**src/rtl/pc_adder_pkg.sv**
```systemverilog
// Shared address-width and increment defaults for the fetch-stage PC incrementer.
package pc_adder_pkg;

  localparam int DEFAULT_ADDRESS_WIDTH = 11;
  localparam int DEFAULT_INCREMENT     = 1;

  typedef logic [DEFAULT_ADDRESS_WIDTH-1:0] pc_addr_t;

endpackage

```
**src/rtl/pc_adder_wrap_tracker.sv**
```systemverilog
// Clocked debug tracker: sticky wrap flag plus a saturating wrap-event counter.
module pc_adder_wrap_tracker #(
  parameter int WRAP_COUNT_WIDTH = 8
) (
  input  logic                        clk,
  input  logic                        reset,
  input  logic                        carry,
  input  logic                        clr,
  output logic                        sticky,
  output logic [WRAP_COUNT_WIDTH-1:0] count
);

  function automatic logic [WRAP_COUNT_WIDTH-1:0] sat_inc(input logic [WRAP_COUNT_WIDTH-1:0] v);
    if (&v) return v;
    return v + 1'b1;
  endfunction

  // Stage p0: clear has priority over a wrap seen on the same edge
  always_ff @(posedge clk or posedge reset) begin
    if (reset) begin
      sticky <= 1'b0;
      count  <= '0;
    end else if (clr) begin
      sticky <= 1'b0;
      count  <= '0;
    end else if (carry) begin
      sticky <= 1'b1;
      count  <= sat_inc(count);
    end
  end

endmodule

```
**src/rtl/pc_adder.sv**
```systemverilog
// Combinational PC incrementer with wrap carry; wrap tracker is built only when
// PC_ADDER_WRAP_TRACK_EN is defined, otherwise its outputs are tied low.
module pc_adder
  import pc_adder_pkg::*;
#(
  parameter int ADDRESS_WIDTH    = DEFAULT_ADDRESS_WIDTH,
  parameter int INCREMENT        = DEFAULT_INCREMENT,
  parameter int WRAP_COUNT_WIDTH = 8
) (
  input  logic                        clk,
  input  logic                        reset,
  input  logic [ADDRESS_WIDTH-1:0]    pc_adder_in,
  output logic [ADDRESS_WIDTH-1:0]    pc_adder_out,
  output logic                        pc_adder_carry,
  input  logic                        pc_adder_wrap_clr,
  output logic                        pc_adder_wrap_sticky,
  output logic [WRAP_COUNT_WIDTH-1:0] pc_adder_wrap_count
);

  logic [ADDRESS_WIDTH:0] sum;

  // The extra sum bit is the wrap indication; no saturation on the PC path
  assign sum            = {1'b0, pc_adder_in} + (ADDRESS_WIDTH+1)'(INCREMENT);
  assign pc_adder_out   = sum[ADDRESS_WIDTH-1:0];
  assign pc_adder_carry = sum[ADDRESS_WIDTH];

`ifdef PC_ADDER_WRAP_TRACK_EN
  pc_adder_wrap_tracker #(
    .WRAP_COUNT_WIDTH(WRAP_COUNT_WIDTH)
  ) u_wrap_tracker (
    .clk   (clk),
    .reset (reset),
    .carry (pc_adder_carry),
    .clr   (pc_adder_wrap_clr),
    .sticky(pc_adder_wrap_sticky),
    .count (pc_adder_wrap_count)
  );
`else
  logic unused_tracker_inputs;
  assign unused_tracker_inputs = &{1'b0, clk, reset, pc_adder_wrap_clr};
  assign pc_adder_wrap_sticky  = 1'b0;
  assign pc_adder_wrap_count   = '0;
`endif

endmodule

```
**config.mk**
```make
export PLATFORM = sky130hd
export DESIGN_NAME = pc_adder
export DESIGN_NICKNAME = d
export VERILOG_FILES = /design/src/rtl/pc_adder_pkg.sv /design/src/rtl/pc_adder_wrap_tracker.sv /design/src/rtl/pc_adder.sv
export SDC_FILE = /design/constraint.sdc
export NUM_CORES = 1
export LEC_CHECK = 0
export CAP_MARGIN = 20
export CORE_AREA = 8 8 45 47
export DETAILED_ROUTE_END_ITERATION = 7
export DIE_AREA = 0 0 53 55
export PLACE_DENSITY_LB_ADDON = 0.2
export SKIP_LAST_GASP = 1
export SLEW_MARGIN = 20
export SYNTH_ARGS = -nofsm -noshare
export SYNTH_HDL_FRONTEND = slang
export SYNTH_SLANG_ARGS = --single-unit
```
**constraint.sdc**
```tcl
create_clock -name vclk -period 0.8
set_input_delay 0.12 -clock vclk [all_inputs]
set_output_delay 0.12 -clock vclk [all_outputs]
set_load 0.1 [all_outputs]
```
After elaboration in Yosys (flattened, before gate mapping)
Index checks and enable logic that the tools add are counted.

Register bits: 0. Input port bits: 14. Word-level logic and storage cells: 1. Output and inout port bits: 21.

Add/subtract/negate cells: 1.

Operator list (number): adder 11 x 1 -> 12 bit (second input constant) (1).

Logic depth before layout (Yosys ltp)
Depth in word-level cells: 1. Gate-level depth with buffers: 3. Depth with buffers taken out: 3.

Worst setup path before layout
OpenSTA, ideal clock, no wires.

Path kind: input to output. From: in pc_adder_in[2]. To: out pc_adder_out[8]. Arrival time: 2.041 ns. Stages on the path: 3. Required time: 0.680 ns. Path slack: -1.361 ns. Path through: and4_4 -> nand4_1 -> xnor2_1.

Word-level cells in the longest chain between the ends: 1.

Ends and longest elaborated chain: start: declaration (line pc_adder.sv:12) `input logic [ADDRESS_WIDTH-1:0] pc_adder_in,`; adder 11 x 1 -> 12 bit (line pc_adder.sv:23) `assign sum = {1'b0, pc_adder_in} + (ADDRESS_WIDTH+1)'(INCREMENT);`; end: declaration (line pc_adder.sv:13) `output logic [ADDRESS_WIDTH-1:0] pc_adder_out,`.

Every way passes these cells.

Final worst setup path
From: in pc_adder_in[5]. To: out pc_adder_out[10].

The elaborated chain is that of the path after synthesis.

==> out/results.txt <==
Core ar.: 1380 sq um
endpoints failing hold: 0
Initial Util: 0.175
Synth Area in Adders: 0.0515
critical path class: in2out
routed length per instance: 12.3 microns
kind of cell adding the most delay to the critical path: simple AND/OR/NAND/NOR gates
Worst Setup Slack, final: -0.401 ns
Diodes inserted: 0
first-pass GRT wire length: 1790 microns
Post-Layout Cell Count: 90
Max Slew Vio Count: 0
Antenna Violating Nets Remaining: 0
Avg Cell Area, Syn: 7.36 sq um
GRT met1 Usage: 0.0869
antenna violations before repair: 0
Iter 0 DRT Violations: 6
Post-Route WL: 1110 microns
standard-cell rows: 14
Final setup viols: 10
met2 usage: 0.152
fin nets: 91
CP arrival: 1.08 ns
max incr delay on CP: 0.25 ns
# IOs: 35
total gr overflow: 0
register area: 0 sq um
RSZ-0062 raised after global routing: yes
Worst Setup End Kind: output port
router iterations before antenna repair: 3
failing checks: setup timing
commonest cells after routing, fill and taps aside: 12 x buf_6, 12 x buf_12, 11 x buf_4
Synth cell types: 12
DR vias/cell: 4.01
max_cap viols: 0
vias in the first global route: 388
largest family of logic cells by synthesized area: XOR/XNOR gates
Synth Area in Simple Gates: 0.314
post-route DRC violation count: 0
cells after synthesis: 33
Max VDD drop: 0.857 mV
critical path's slowest cell: and4_4
Syn. warnings: 0
Die Wd: 53 microns
hold buffers post-CTS: 0
GP Congestion: 0.682
Pwr Density: 998 nW/um^2
Area Growth Syn to Fin: 306%
leakage: 0.000429 uW
largest net degree at the start of global routing: 6
synthesized area: 243 sq um
vias post-DR: 361
post-synthesis compound-gate area fraction: 0
Tot Pwr: 984 uW
status: finished, violations left
FFs & Latches: 0
Tot GR Track Use: 0.0782
pre-CTS WS: -0.852 ns
gr busiest metal: met2
GR Layer Usage met3: 0.0214
post-synthesis sequential area ratio: 0
post-synthesis xor/xnor area fraction: 0.325
Fmax: 0.832 GHz
CLK BUF: 0
post-detail-place hpwl: 917 microns
count of buffers from port buffering: 23
crit path max fanout: 5
Die Area: 2920 sq um
layout cells sized above 1: 0.797
area occupied by multi-input gates: 438 sq um
worst path required time: 0.68 ns
die extent in y: 55 microns
placed insts: 83
HP Class: in2out
post-layout min period: 1.20 ns
FILL cells: 90
CP Cell Sequence: buf_6 -> and4_4 -> nand4_1 -> xnor2_4 -> buf_12
Tcrit/Tclk final: 1.50
sum of buffers and inverters on the critical path: 2
post-synthesis mux area share: 0
crit start category: input port
path summary, 6_finish.rpt:
path / cells after the start / start / slack (ns) / to
max: 5 / pc_adder_in[5] / -0.40 / pc_adder_out[10]
min: 3 / pc_adder_in[0] / 0.61 / pc_adder_out[1]
Yosys cell counts, drive strengths merged:
library cell	count	area [sq um]
nand4	3	18.8
conb	1	3.75
buf	9	67.6
nand3	3	15.0
inv	1	3.75
ha	1	12.5
and4	2	20.0
xor2	2	17.5
and3	3	18.8
nand2	1	3.75
xnor2	7	61.3
per-stage QoR:
step	utilization	hold WS, ns	TNS (ns)	instance area (sq um)
after floorplan	-	0.436	-3.79	495
after global placement	0.642	1.06	-8.32	888
after detailed placement	0.642	1.07	-8.52	888
after CTS	0.707	0.617	-3.17	978
after global routing	0.712	0.621	-3.36	986
final	0.712	0.611	-3.07	986
power breakdown:
| part | total, uW | internal, uW | switching (uW) |
|---|---|---|---|
| sequential | 0 | 0 | 0 |
| clock | 0 | 0 | 0 |
| combinational | 984 | 354 | 630 |
what timing repair did:
item | CTS | global route
pin swaps | 12 | 7
resized for setup | 57 | 2
setup buffers | 8 | 0
setup endpoints to repair | 12 | 11
layer usage:
layer	share of wire	routed length [microns]
met4	0	0
met5	0	0
met3	0.13	144
met1	0.34	372
met2	0.53	592
logic make-up (layout without fill, tap and decap cells):
kind of cell	after synthesis	count (layout)
xor+xnor	9	9
fa+ha+maj	1	1
buf+inv	10	43
other cells	1	9
simple gates	12	12
area by class of cell:
| class | count | area share |
|---|---|---|
| Inverter | 1 | 0.00761 |
| Timing Repair Buffer | 42 | 0.528 |
| Tap cell | 16 | 0.0203 |
| Multi-Input combinational cell | 31 | 0.444 |
Note: power is estimated with default switching activity, not from simulation.
